--- src/rtl/dispense_actuator_pkg.sv ---
// Shared definitions for the pill-dispense actuator.
//   state_t        : FSM state encoding (3 bits)
//   comp_t         : compartment codes driven on the compartment output
//   pick_compartment : lowest-numbered pending dose (morning first)
//   comp_mask      : one-hot pending-bit mask for a compartment code
package dispense_actuator_pkg;

  typedef enum logic [2:0] {
    ST_IDLE      = 3'd0,
    ST_ROTATE    = 3'd1,
    ST_WAIT_DROP = 3'd2,
    ST_ALERT     = 3'd3,
    ST_FAULT     = 3'd4
  } state_t;

  typedef enum logic [1:0] {
    COMP_NONE      = 2'd0,
    COMP_MORNING   = 2'd1,
    COMP_AFTERNOON = 2'd2,
    COMP_EVENING   = 2'd3
  } comp_t;

  // pending[0]=morning, [1]=afternoon, [2]=evening
  function automatic comp_t pick_compartment(input logic [2:0] pending);
    comp_t c;
    c = COMP_NONE;
    if (pending[0])      c = COMP_MORNING;
    else if (pending[1]) c = COMP_AFTERNOON;
    else if (pending[2]) c = COMP_EVENING;
    return c;
  endfunction

  function automatic logic [2:0] comp_mask(input comp_t c);
    logic [2:0] m;
    m = 3'b000;
    case (c)
      COMP_MORNING:   m = 3'b001;
      COMP_AFTERNOON: m = 3'b010;
      COMP_EVENING:   m = 3'b100;
      default:        m = 3'b000;
    endcase
    return m;
  endfunction

endpackage

--- src/rtl/dispense_actuator_ms_tick.sv ---
// ms_tick_gen: free-running prescaler producing a one-cycle tick every
// CLKS_PER_MS clock cycles.
//   CLOCK_50 : clock
//   reset    : asynchronous, active-high
//   tick     : one-cycle pulse, period CLKS_PER_MS cycles
module ms_tick_gen #(
  parameter int CLKS_PER_MS = 50000
) (
  input  logic CLOCK_50,
  input  logic reset,
  output logic tick
);

  localparam int CW = (CLKS_PER_MS > 1) ? $clog2(CLKS_PER_MS) : 1;
  localparam logic [CW-1:0] LAST = CW'(CLKS_PER_MS - 1);

  logic [CW-1:0] count;

  always_ff @(posedge CLOCK_50 or posedge reset) begin
    if (reset) begin
      count <= '0;
      tick  <= 1'b0;
    end else if (count == LAST) begin
      count <= '0;
      tick  <= 1'b1;
    end else begin
      count <= count + 1'b1;
      tick  <= 1'b0;
    end
  end

endmodule

--- src/rtl/dispense_actuator.sv ---
// dispense_actuator: queues morning/afternoon/evening dose requests, rotates
// the carousel to the selected compartment, waits for the pill-drop sensor
// (retrying up to MAX_RETRY times), then alerts the patient until they
// acknowledge or the alert window expires.
//   CLOCK_50            : clock
//   reset               : asynchronous, active-high
//   dispenseMorning/Afternoon/Evening : one-cycle request pulses
//   pill_sensor         : raw asynchronous drop sensor, high = pill in chute
//   patient_ack         : debounced acknowledgement level
//   motor_en            : carousel motor drive
//   compartment         : 0 none, 1 morning, 2 afternoon, 3 evening
//   busy, alarm, fault  : status levels
//   dose_taken, dose_missed : one-cycle event pulses
module dispense_actuator
  import dispense_actuator_pkg::*;
#(
  parameter int CLKS_PER_MS     = 50000,
  parameter int ROTATE_MS       = 500,
  parameter int DROP_TIMEOUT_MS = 2000,
  parameter int MAX_RETRY       = 2,
  parameter int ACK_TIMEOUT_MS  = 60000
) (
  input  logic       CLOCK_50,
  input  logic       reset,
  input  logic       dispenseMorning,
  input  logic       dispenseAfternoon,
  input  logic       dispenseEvening,
  input  logic       pill_sensor,
  input  logic       patient_ack,
  output logic       motor_en,
  output logic [1:0] compartment,
  output logic       busy,
  output logic       alarm,
  output logic       fault,
  output logic       dose_taken,
  output logic       dose_missed
);

  localparam int RD_MAX    = (ROTATE_MS > DROP_TIMEOUT_MS) ? ROTATE_MS : DROP_TIMEOUT_MS;
  localparam int TIMER_MAX = (RD_MAX > ACK_TIMEOUT_MS) ? RD_MAX : ACK_TIMEOUT_MS;
  localparam int TW        = $clog2(TIMER_MAX + 1);
  localparam int AW        = (MAX_RETRY > 0) ? $clog2(MAX_RETRY + 1) : 1;

  // Timers compare against limit-1 so the transition happens on the tick
  // that completes the window.
  localparam logic [TW-1:0] ROTATE_LAST = TW'(ROTATE_MS - 1);
  localparam logic [TW-1:0] DROP_LAST   = TW'(DROP_TIMEOUT_MS - 1);
  localparam logic [TW-1:0] ACK_LAST    = TW'(ACK_TIMEOUT_MS - 1);
  localparam logic [AW-1:0] RETRY_LIMIT = AW'(MAX_RETRY);

  logic          tick;
  logic          sync_meta, sync_pill, sync_prev, drop_edge;
  state_t        state, state_next;
  logic [2:0]    pending, req, clear_mask;
  comp_t         sel, pick;
  logic [AW-1:0] attempt;
  logic [TW-1:0] timer;
  logic          timed, load_sel, retry, taken_next, missed_next;

  ms_tick_gen #(
    .CLKS_PER_MS(CLKS_PER_MS)
  ) u_ms_tick_gen (
    .CLOCK_50(CLOCK_50),
    .reset   (reset),
    .tick    (tick)
  );

  // Sensor synchroniser (meta -> pill) plus one flop for rising-edge detect
  always_ff @(posedge CLOCK_50 or posedge reset) begin
    if (reset) begin
      sync_meta <= 1'b0;
      sync_pill <= 1'b0;
      sync_prev <= 1'b0;
    end else begin
      sync_meta <= pill_sensor;
      sync_pill <= sync_meta;
      sync_prev <= sync_pill;
    end
  end

  assign drop_edge = sync_pill & ~sync_prev;
  assign req       = {dispenseEvening, dispenseAfternoon, dispenseMorning};
  assign pick      = pick_compartment(pending);
  assign timed     = (state == ST_ROTATE) || (state == ST_WAIT_DROP) || (state == ST_ALERT);

  // Next-state logic; drop and ack take priority over a coincident timeout
  always_comb begin
    state_next  = state;
    clear_mask  = 3'b000;
    load_sel    = 1'b0;
    retry       = 1'b0;
    taken_next  = 1'b0;
    missed_next = 1'b0;
    case (state)
      ST_IDLE: begin
        if (|pending) begin
          state_next = ST_ROTATE;
          clear_mask = comp_mask(pick);
          load_sel   = 1'b1;
        end
      end
      ST_ROTATE: begin
        if (tick && (timer == ROTATE_LAST)) state_next = ST_WAIT_DROP;
      end
      ST_WAIT_DROP: begin
        if (drop_edge) begin
          state_next = ST_ALERT;
        end else if (tick && (timer == DROP_LAST)) begin
          if (attempt < RETRY_LIMIT) begin
            state_next = ST_ROTATE;
            retry      = 1'b1;
          end else begin
            state_next = ST_FAULT;
          end
        end
      end
      ST_ALERT: begin
        if (patient_ack) begin
          state_next = ST_IDLE;
          taken_next = 1'b1;
        end else if (tick && (timer == ACK_LAST)) begin
          state_next  = ST_IDLE;
          missed_next = 1'b1;
        end
      end
      ST_FAULT: begin
        if (patient_ack) state_next = ST_IDLE;
      end
      default: state_next = ST_IDLE;
    endcase
  end

  always_ff @(posedge CLOCK_50 or posedge reset) begin
    if (reset) begin
      state       <= ST_IDLE;
      pending     <= 3'b000;
      sel         <= COMP_NONE;
      attempt     <= '0;
      timer       <= '0;
      dose_taken  <= 1'b0;
      dose_missed <= 1'b0;
    end else begin
      state       <= state_next;
      // A request arriving on the dequeue cycle re-sets its bit
      pending     <= (pending & ~clear_mask) | req;
      dose_taken  <= taken_next;
      dose_missed <= missed_next;
      if (load_sel) begin
        sel     <= pick;
        attempt <= '0;
      end else if (retry) begin
        attempt <= attempt + 1'b1;
      end
      if (state_next != state) begin
        timer <= '0;
      end else if (tick && timed) begin
        timer <= timer + 1'b1;
      end
    end
  end

  // Outputs decode the state register directly so reset clears them at once
  assign motor_en    = (state == ST_ROTATE);
  assign busy        = (state != ST_IDLE);
  assign alarm       = (state == ST_ALERT) || (state == ST_FAULT);
  assign fault       = (state == ST_FAULT);
  assign compartment = (state == ST_IDLE) ? COMP_NONE : sel;

endmodule
--- config.mk ---
export PLATFORM = sky130hd
export DESIGN_NAME = dispense_actuator
export DESIGN_NICKNAME = d
export VERILOG_FILES = /design/src/rtl/dispense_actuator_pkg.sv /design/src/rtl/dispense_actuator_ms_tick.sv /design/src/rtl/dispense_actuator.sv
export SDC_FILE = /design/constraint.sdc
export NUM_CORES = 1
export LEC_CHECK = 0
export BUFFER_PORTS_ARGS = -buffer_cell sky130_fd_sc_hd__buf_4
export CAP_MARGIN = 20
export CORE_UTILIZATION = 45
export DETAILED_ROUTE_END_ITERATION = 7
export PLACE_DENSITY_LB_ADDON = 0.05
export SLEW_MARGIN = 25
export SYNTH_ARGS = -nofsm -noshare
export SYNTH_HDL_FRONTEND = slang
export SYNTH_SLANG_ARGS = --single-unit
export TNS_END_PERCENT = 100
--- constraint.sdc ---
create_clock -name CLOCK_50 -period 2.6 [get_ports CLOCK_50]
set_input_delay 0.39 -clock CLOCK_50 [delete_from_list [all_inputs] [get_ports CLOCK_50]]
set_output_delay 0.39 -clock CLOCK_50 [all_outputs]
set_load 0.05 [all_outputs]
; Yosys cells after proc, flatten, opt, wreduce, memory -nomap -nowiden
; Cells that the tools add are included.
[word_totals]
register_bits = 48
latch_bits = 0
mem_bits_rw = 0
mem_bits_ro = 0
inputBits = 7
output_inout_bits = 8
elab_cells = 78
n_memories = 0
[classes]
n_addsub = 3
mul = 0
n_div = 0
order_cmp = 1
eq_ne = 12
shifts = 0
mux = 33
n_bitwise = 5
reduce_logical = 12
[op_table]
columns = cell, count
row1 = 16-bit two-way mux, 3
row2 = 16-bit by 1-bit adder with 16-bit output (second input constant), 2
row3 = 16-bit equality test (second input constant), 2
row4 = 3-bit two-way mux, 10
row5 = 16-bit by 11-bit equality test with 1-bit output (second input constant), 1
row6 = 16-bit by 9-bit equality test with 1-bit output (second input constant), 1
row7 = 3-bit case mux with 5 select lines, 1
row8 = 1-bit two-way mux, 12
row9 = 2-bit two-way mux, 6
row10 = 3-bit case mux with 3 select lines, 1
row11 = 3-bit by 2-bit equality test with 1-bit output (second input constant), 2
row12 = 2-bit equality test (second input constant), 2
row13 = 1-bit logical AND, 4
row14 = 2-bit nonzero test, 2
row15 = 3-bit bitwise AND, 1
row16 = 3-bit by 1-bit equality test with 1-bit output (second input constant), 1
row17 = 3-bit equality test (second input constant), 1
row18 = 3-bit logical NOT, 1
row19 = 1-bit logical OR, 3
row20 = 3-bit inequality test, 1
row21 = 3-bit NOT, 1
row22 = 3-bit OR, 1
row23 = 3-bit nonzero test, 1
row24 = 3-bit OR reduction, 1
row25 = other kinds (5), 5

; Longest topological paths before layout
; Gate-level depths: netlist (run 1).
[depth]
ltp_word = 10
ltp_mapped = 9
depth_no_buf = 6

; Modules after synthesis
; A second synthesis (run 1) with hierarchy kept.
[hier_totals]
hier_cells = 232
area_unflattened_um2 = 2389.8
[by_module_without_submodules]
columns = mod, n_inst, cells_per_inst, area_each_um2, seq_area_each_um2
row1 = dispense_actuator, 1, 163, 1607.8, 775.7
row2 = ms_tick_gen, 1, 69, 782.0, 425.4

; Worst setup path before layout (run 1)
; OpenSTA, ideal clock, no wires.
[synth_timing]
kind = register to register
startpoint = register state[0]
endpoint = register timer[9]
setup_ns = 0.087
t_arrival_ns = 2.081
path_slack_ns = 0.432
path_stages_with_launch = 9
n_path_buf = 2
synth_period_minus_slack_ns = 2.168
cell_sequence = dfrtp_1 > buf_2 > nor3_2 > inv_1 > a21o_1 > o41ai_1 > o21ai_1 > buf_2 > a211oi_2
[synth_between]
elab_chain_cells = 5
elab_cells_between_ends = 19
cone_classes = eq/ne: 5 / mux: 9 / reduce/logical: 5
[synth_rtl]
columns = element, line
row1 = "start, declared", dispense_actuator.sv:53  ; state_t state, state_next;
row2 = "start signal, assigned", dispense_actuator.sv:143  ; state <= state_next;
row3 = 3-bit two-way mux (tied with other cells), dispense_actuator.sv:121  ; end else if (tick && (timer == ACK_LAST)) begin
row4 = 3-bit two-way mux (tied with other cells), dispense_actuator.sv:118  ; if (patient_ack) begin
row5 = 3-bit case mux with 5 select lines / 1-bit logical OR (equally long branches), "dispense_actuator.sv:94, dispense_actuator.sv:84"
row6 = 3-bit inequality test / 1-bit logical AND (equally long branches), "dispense_actuator.sv:154, dispense_actuator.sv:156"
row7 = 16-bit two-way mux / 2-bit nonzero test (equally long branches), n/a
row8 = "end signal, assigned", dispense_actuator.sv:157  ; timer <= timer + 1'b1;
row9 = "end, declared", dispense_actuator.sv:57  ; logic [TW-1:0] timer;
; Parallel ways exist; a longest one is shown, timed or not.
; A chain may end at the register's enable or synchronous reset.

; Final worst setup path (run 1)
[layout_timing]
startpoint = register timer[0]
endpoint = register timer[1]
[layout_between]
elab_chain_cells = 7
elab_cells_between_ends = 17
cone_classes = add/sub: 1 / eq/ne: 4 / mux: 8 / reduce/logical: 4
[layout_rtl]
columns = element, line
row1 = 16-bit equality test / 16-bit by 11-bit equality test with 1-bit output (equally long branches), "dispense_actuator.sv:121, dispense_actuator.sv:108"
row2 = 1-bit logical AND (on tied branches), "dispense_actuator.sv:121, dispense_actuator.sv:108"
row3 = 3-bit two-way mux (on tied branches), "dispense_actuator.sv:121, dispense_actuator.sv:108"
row4 = 3-bit two-way mux (on tied branches), "dispense_actuator.sv:118, dispense_actuator.sv:106"
row5 = 3-bit case mux with 5 select lines, dispense_actuator.sv:94  ; case (state)
row6 = 3-bit inequality test, dispense_actuator.sv:154  ; if (state_next != state) begin
row7 = 16-bit two-way mux / 2-bit nonzero test (equally long branches), n/a
; Parallel ways exist; a longest one is shown, timed or not. The select of a mux whose other input is x is not followed.

==> metrics.cfg, run 1 <==
[run_status]
run_status = completed

[clock_network]
clkSinkCount = 48
cts_tree = built
clockRootBuffer = clkbuf_8
clk_pin_slew_worst_paths_ns = 0.09
postCtsResizedCells = 0
cts_inserted_buffers = 5
cts_setup_buffers = 0
cts_hold_buf = 0
clk_latency_ns = 0.30
htreeDepth = 2
clockBufferDepth = 2

[worst_setup_path]
startpoint_type = flop
rr_worst_depth = 7
r2r-start = timer[0]$_DFFE_PP0P_
rrSetupSlack_ns = 0.32
crit_path_end_kind = flop
cpPeakStageDelay_ns = 0.50
critPathBufInv = 1
crit_family = simple AND/OR/NAND/NOR gates
slowest_stage = or4b_1
path_cells = ha_1 > nand4b_1 > nor3_2 > a211oi_2 > or4b_1 > buf_4 > a221oi_1
required_ns = 2.80
critical_path_arrival_ns = 2.48
crit_fanout = 16
critPathKind = reg2reg
r2r-end = timer[1]$_DFFE_PP0P_

[synthesis]
synth-edff-count = 0
synthArstFlopShare_pct = 100
synthTopCellsByCount = dfrtp_1 (48), nor2_1 (20), nand2_1 (17), xnor2_1 (13), xor2_1 (12)
synth_cells = 247
synth_seq_area_share_pct = 47.3
synth_top_area_share_pct = 47.3
yosysWarnings = 0
yosys.area.top_type = dfrtp_1
synthFlopType = dfrtp_1
synth_area_sq_um = 2540
ys_top_cells_by_area = dfrtp_1 (47%), a211oi_2 (5.4%), xnor2_1 (4.5%)
synth_cell_types = 48
syn-num-nets = 256
postSynthAreaPerCell_sq_um = 10.3
ys_ff_latch = 48
yosysMostFrequentCell = dfrtp_1

[global_routing]
first_global_vias = 1778
grt_pass1_wl_mm = 8.32
antenna_found_initial = 0
track_usage_pct = 17.6
globalRouteOverflowTotal = 0
grt_max_degree = 20

[sta]
slew_headroom_pct = 66.5
timing.hold.ws_ns = 0.0123
setup_violations = 0
tns_ns = 0
tightest_slew_ns = 0.496
min_period_ns = 2.28
hold_viol = 0
max_freq_mhz = 438
period_share_pct = 87.7
final_max_slew_viol_count = 0
clock_skew_ns = 0.00972
rsz0062_at_grt = no
worst_slack_ns = 0.319

[layout]
final_cell_area_sq_um = 2820
antenna_cells = 0
layout-drive-gt1-share_pct = 17.9
nets = 276
finish.utilization_pct = 53.6
syn_to_final_growth_pct = 11.2

[power_and_ir_drop]
leakagePower_nw = 1.22
ir_drop_uv = 317
power_density_nw_per_um2 = 443

[detailed_routing]
drc = 0
vias = 1865
avgViaCountPerCell = 5.52
wl_per_cell_um = 14.1
drtIter0Drc = 53
postRouteAntennaNets = 0
drtPass1Iterations = 4
wirelength_mm = 4.78

[placement]
dp_worst_setup_slack_ns = 0.313
dpl-instance-area_sq_um = 2730
io_buffer_count = 14
hpwl_mm = 3.47
gp_congestion = 0.783

[floorplanning]
initial_core_util_pct = 48.2
dieArea_sq_um = 5950
die_w_um = 77.1
ioPinCount = 15
rows = 26
core_sq_um = 5270
die_y_um = 77.1

[worst_hold_path]
hp-class = in2async

[job]
max-cap-violations = 0

## how the worst max path moves through the flow
stage	startpoint	endpoint	slack, ns	cells past startpoint
after global routing	timer[0]$_DFFE_PP0P_	timer[1]$_DFFE_PP0P_	0.15	7
after CTS	timer[0]$_DFFE_PP0P_	timer[1]$_DFFE_PP0P_	0.30	7
after detailed placement	timer[0]$_DFFE_PP0P_	timer[1]$_DFFE_PP0P_	0.31	7
final	timer[0]$_DFFE_PP0P_	timer[1]$_DFFE_PP0P_	0.32	7
after floorplan	state[0]$_DFF_PP0_	timer[9]$_DFFE_PP0P_	0.43	8
after global placement	timer[0]$_DFFE_PP0P_	timer[1]$_DFFE_PP0P_	0.38	7
## routing by layer
| layer | GRT usage [%] | vias up | routed length, um |
|---|---|---|---|
| li1 | - | 936 | - |
| met1 | 24.9 | 901 | 2490 |
| met2 | 27.2 | 24 | 2130 |
| met3 | 3.57 | 4 | 123 |
| met4 | 5.09 | 0 | 38 |
| met5 | 0 | - | 0 |
## sequential cells by signal, summed over array words and instances, names as in the netlist
| name | count |
|---|---|
| timer | 16 |
| u_ms_tick_gen.count | 16 |
| pending | 3 |
| state | 3 |
| attempt | 2 |
| sel | 2 |
| dose_missed | 1 |
| dose_taken | 1 |
| sync_meta | 1 |
| sync_pill | 1 |
| sync_prev | 1 |
| u_ms_tick_gen.tick | 1 |
## power breakdown
group	switching, mW	internal [mW]	total, mW
sequential	0.00121	0.750	0.751
clock	0.245	0.218	0.462
combinational	0.0255	0.0122	0.0376
total	0.271	0.979	1.25
## cells in the final DEF (no fill, tap or decap), drive strengths merged, types with 2 or more instances in the layout
cell type  netlist  layout
dfrtp           48      48
nand2           17      17
o21ai           11      11
nor3b            2       2
and4bb           2       2
and3             5       5
and2             3       3
nand4           11      11
xnor2           13      13
nor4             4       4
a21oi            4       4
and4b            2       2
inv             10      11
nand3            6       6
a211oi          17      17
and4             4       4
nor2            20      20
a21o             4       4
a21boi           3       3
nand2b           4       4
nor3            10      10
clkbuf           1       6
buf              8      22
or4b             2       2
xor2            12      12
ha               2       2
or3              4       4
nor2b            4       4
a31oi            3       3
## cell families (layout without fill, tap and decap cells)
family | after synthesis | in the layout | share of synthesized area (%)
adder cells (fa/ha/maj) | 2 | 2 | 0.985
buffers and inverters | 19 | 40 | 4.04
AO/OA/AOI/OAI | 47 | 47 | 14.7
XOR/XNOR | 25 | 25 | 8.62
AND/OR/NAND/NOR | 106 | 106 | 24.4
flip-flops | 48 | 48 | 47.3
## layout make-up
class,count,area (sq um)
multi-input combinational,180,1240
inverter,10,37.5
tap,70,87.6
clock buffer,6,82.6
timing repair buffer,22,165
clock inverter,2,13.8
sequential,48,1200
fill,497,2450
## stage by stage
stage          cells  power (mW)
2_1_floorplan    247       0.786
3_3_place_gp     330       0.805
6_report         338        1.25
4_1_cts          338        1.28
3_5_place_dp     330       0.805
5_1_grt          338        1.31
Power figures use the tool's default switching activity.
==> run 2, diff against run 1 <==
==> constraint.sdc (replaced) <==
create_clock -name CLOCK_50 -period 2.9 [get_ports CLOCK_50]
set_input_delay 0.435 -clock CLOCK_50 [delete_from_list [all_inputs] [get_ports CLOCK_50]]
set_output_delay 0.435 -clock CLOCK_50 [all_outputs]
set_load 0.05 [all_outputs]
==> metrics.cfg, run 2 (same netlist as run 1, synthesis figures left out) <==
[floorplanning]
core_sq_um = 5270  ; unchanged
dieArea_sq_um = 5950  ; unchanged
initial_core_util_pct = 48.2  ; unchanged
ioPinCount = 15  ; unchanged
die_w_um = 77.1  ; unchanged
rows = 26  ; unchanged
die_y_um = 77.1  ; unchanged

[sta]
hold_viol = 0  ; unchanged
tns_ns = 0  ; unchanged
tightest_slew_ns = 0.805  ; +0.309 ns
max_freq_mhz = 391  ; -11%
min_period_ns = 2.56  ; +0.275 ns
period_share_pct = 88.1  ; +0.40 points
clock_skew_ns = 0.00803  ; -0.00169 ns
rsz0062_at_grt = no
final_max_slew_viol_count = 0  ; unchanged
setup_violations = 0  ; unchanged
slew_headroom_pct = 46.3  ; -20 points

[worst_setup_path]
path_cells = ha_1 > and4bb_1 > and4_1 > o41ai_1 > or4b_1 > a221oi_1
r2r-start = timer[0]$_DFFE_PP0P_
critPathKind = reg2reg
cpPeakStageDelay_ns = 0.68  ; +0.18 ns
crit_fanout = 16  ; unchanged
r2r-end = timer[1]$_DFFE_PP0P_
critical_path_arrival_ns = 2.70  ; +0.22 ns
required_ns = 3.05  ; +0.25 ns
crit_path_end_kind = flop
rrSetupSlack_ns = 0.34  ; +0.03 ns
slowest_stage = or4b_1
rr_worst_depth = 6  ; -1
startpoint_type = flop

[placement]
hpwl_mm = 3.26  ; -5.8%
placedCellCount = 327  ; -0.91%
gp_congestion = 0.754  ; -3.7%
io_buffer_count = 14  ; unchanged

[clock_network]
clockRootBuffer = clkbuf_8
cts_setup_buffers = 0  ; unchanged
cts_hold_buf = 0  ; unchanged
clk_pin_slew_worst_paths_ns = 0.09  ; about the same
clkSinkCount = 48  ; unchanged
clk_latency_ns = 0.30  ; about the same
clockBufferDepth = 2  ; unchanged
cts_tree = built
postCtsResizedCells = 0  ; unchanged
cts_inserted_buffers = 5  ; unchanged
htreeDepth = 2  ; unchanged

[layout]
regArea_sq_um = 1200  ; unchanged
layout-drive-gt1-share_pct = 17.0  ; -0.93 points
top_regs = timer (16), u_ms_tick_gen.count (16)
final_common_cell = dfrtp_1
antenna_cells = 0  ; unchanged
nets = 273  ; -1.1%
finish.utilization_pct = 53.7  ; +0.071 points
syn_to_final_growth_pct = 11.3
multi_input_area_sq_um = 1240  ; unchanged
finalNonFillerCells = 335  ; -0.89%
layout_common_cells = dfrtp_1 (48), nor2_1 (20), buf_4 (19)
nFillCells = 499  ; +0.40%

[worst_hold_path]
hp-class = in2reg
hold_depth = 1
worstHoldEndpoint = sync_meta$_DFF_PP0_
min-delay-start = pill_sensor

[detailed_routing]
postRouteAntennaNets = 0  ; unchanged
drtPass1Iterations = 6  ; +2
drtIter0Drc = 105  ; +98%
vias = 1854  ; -0.59%
drc = 0  ; unchanged
avgViaCountPerCell = 5.53  ; +0.30%
wl_per_cell_um = 14.3  ; +1.4%
wirelength_mm = 4.80  ; +0.54%

[global_routing]
track_usage_pct = 18.4  ; +0.75 points
first_global_vias = 1834  ; +3.1%
grt_pass1_wl_mm = 8.58  ; +3.1%
grt_max_degree = 49  ; +150%
antenna_found_initial = 0  ; unchanged
globalRouteOverflowTotal = 0  ; unchanged

[power_and_ir_drop]
power_density_nw_per_um2 = 429  ; -3.1%
ir_drop_uv = 260  ; -18%
leakagePower_nw = 1.21  ; -0.35%

[run_status]
run_status = completed

[job]
max-cap-violations = 0  ; unchanged

run 2: changes by cell type in the layout (fill, tap and decap cells not counted), sizes merged:
cell	previous run	this run
bufinv	0	1
clkinv	1	2
inv	11	9
buf	22	19
run 2: per-layer routing:
layer | up-vias | track usage [%] | share of wire (%)
li1 | 926 | - | -
met2 | 27 | 28.0 | 44
met3 | 6 | 3.57 | 2.9
met1 | 895 | 25.7 | 51
met4 | 0 | 6.98 | 1.6
met5 | - | 0 | 0
run 2: how the worst max path moves through the flow:
stage	depth (start not counted)	from	endpoint	slack (ns)
after detailed placement	6	timer[0]$_DFFE_PP0P_	timer[1]$_DFFE_PP0P_	0.34
after global routing	6	timer[0]$_DFFE_PP0P_	timer[1]$_DFFE_PP0P_	0.16
after global placement	6	timer[0]$_DFFE_PP0P_	timer[1]$_DFFE_PP0P_	0.42
after floorplan	8	state[0]$_DFF_PP0_	timer[9]$_DFFE_PP0P_	0.73
final	6	timer[0]$_DFFE_PP0P_	timer[1]$_DFFE_PP0P_	0.34
after CTS	6	timer[0]$_DFFE_PP0P_	timer[1]$_DFFE_PP0P_	0.33
run 2: where the power goes:
part           switching [mW]  internal (mW)  total, mW
registers             0.00107          0.672      0.673
clock network           0.227          0.282      0.509
logic                  0.0220        0.00920     0.0312
run 2: cell type report:
type,count,area share [%]
flip-flops and latches,48,42.5
multi-input cells,180,43.7
clock buffers,6,2.92
clock inverters,2,1.37
repair buffers,19,5.04
inverters,10,1.37
well taps,70,3.10
run 2: through the flow:
step	hold WS (ns)	total power [mW]	setup slack, ns	instance area, sq um
2_1_floorplan	0.331	0.705	0.732	2540
3_3_place_gp	0.348	0.719	0.425	2710
6_report	0.229	1.21	0.344	2830
4_1_cts	0.223	1.23	0.326	2830
3_5_place_dp	0.349	0.719	0.343	2710
5_1_grt	0.215	1.26	0.155	2830
run 2: critical path, delay by kind of cell, from the launching register on:
family,cells,cell delay (ns)
compound gates,2,0.62
flops,1,0.41
fa+ha+maj,1,0.26
simple gates,3,1.10
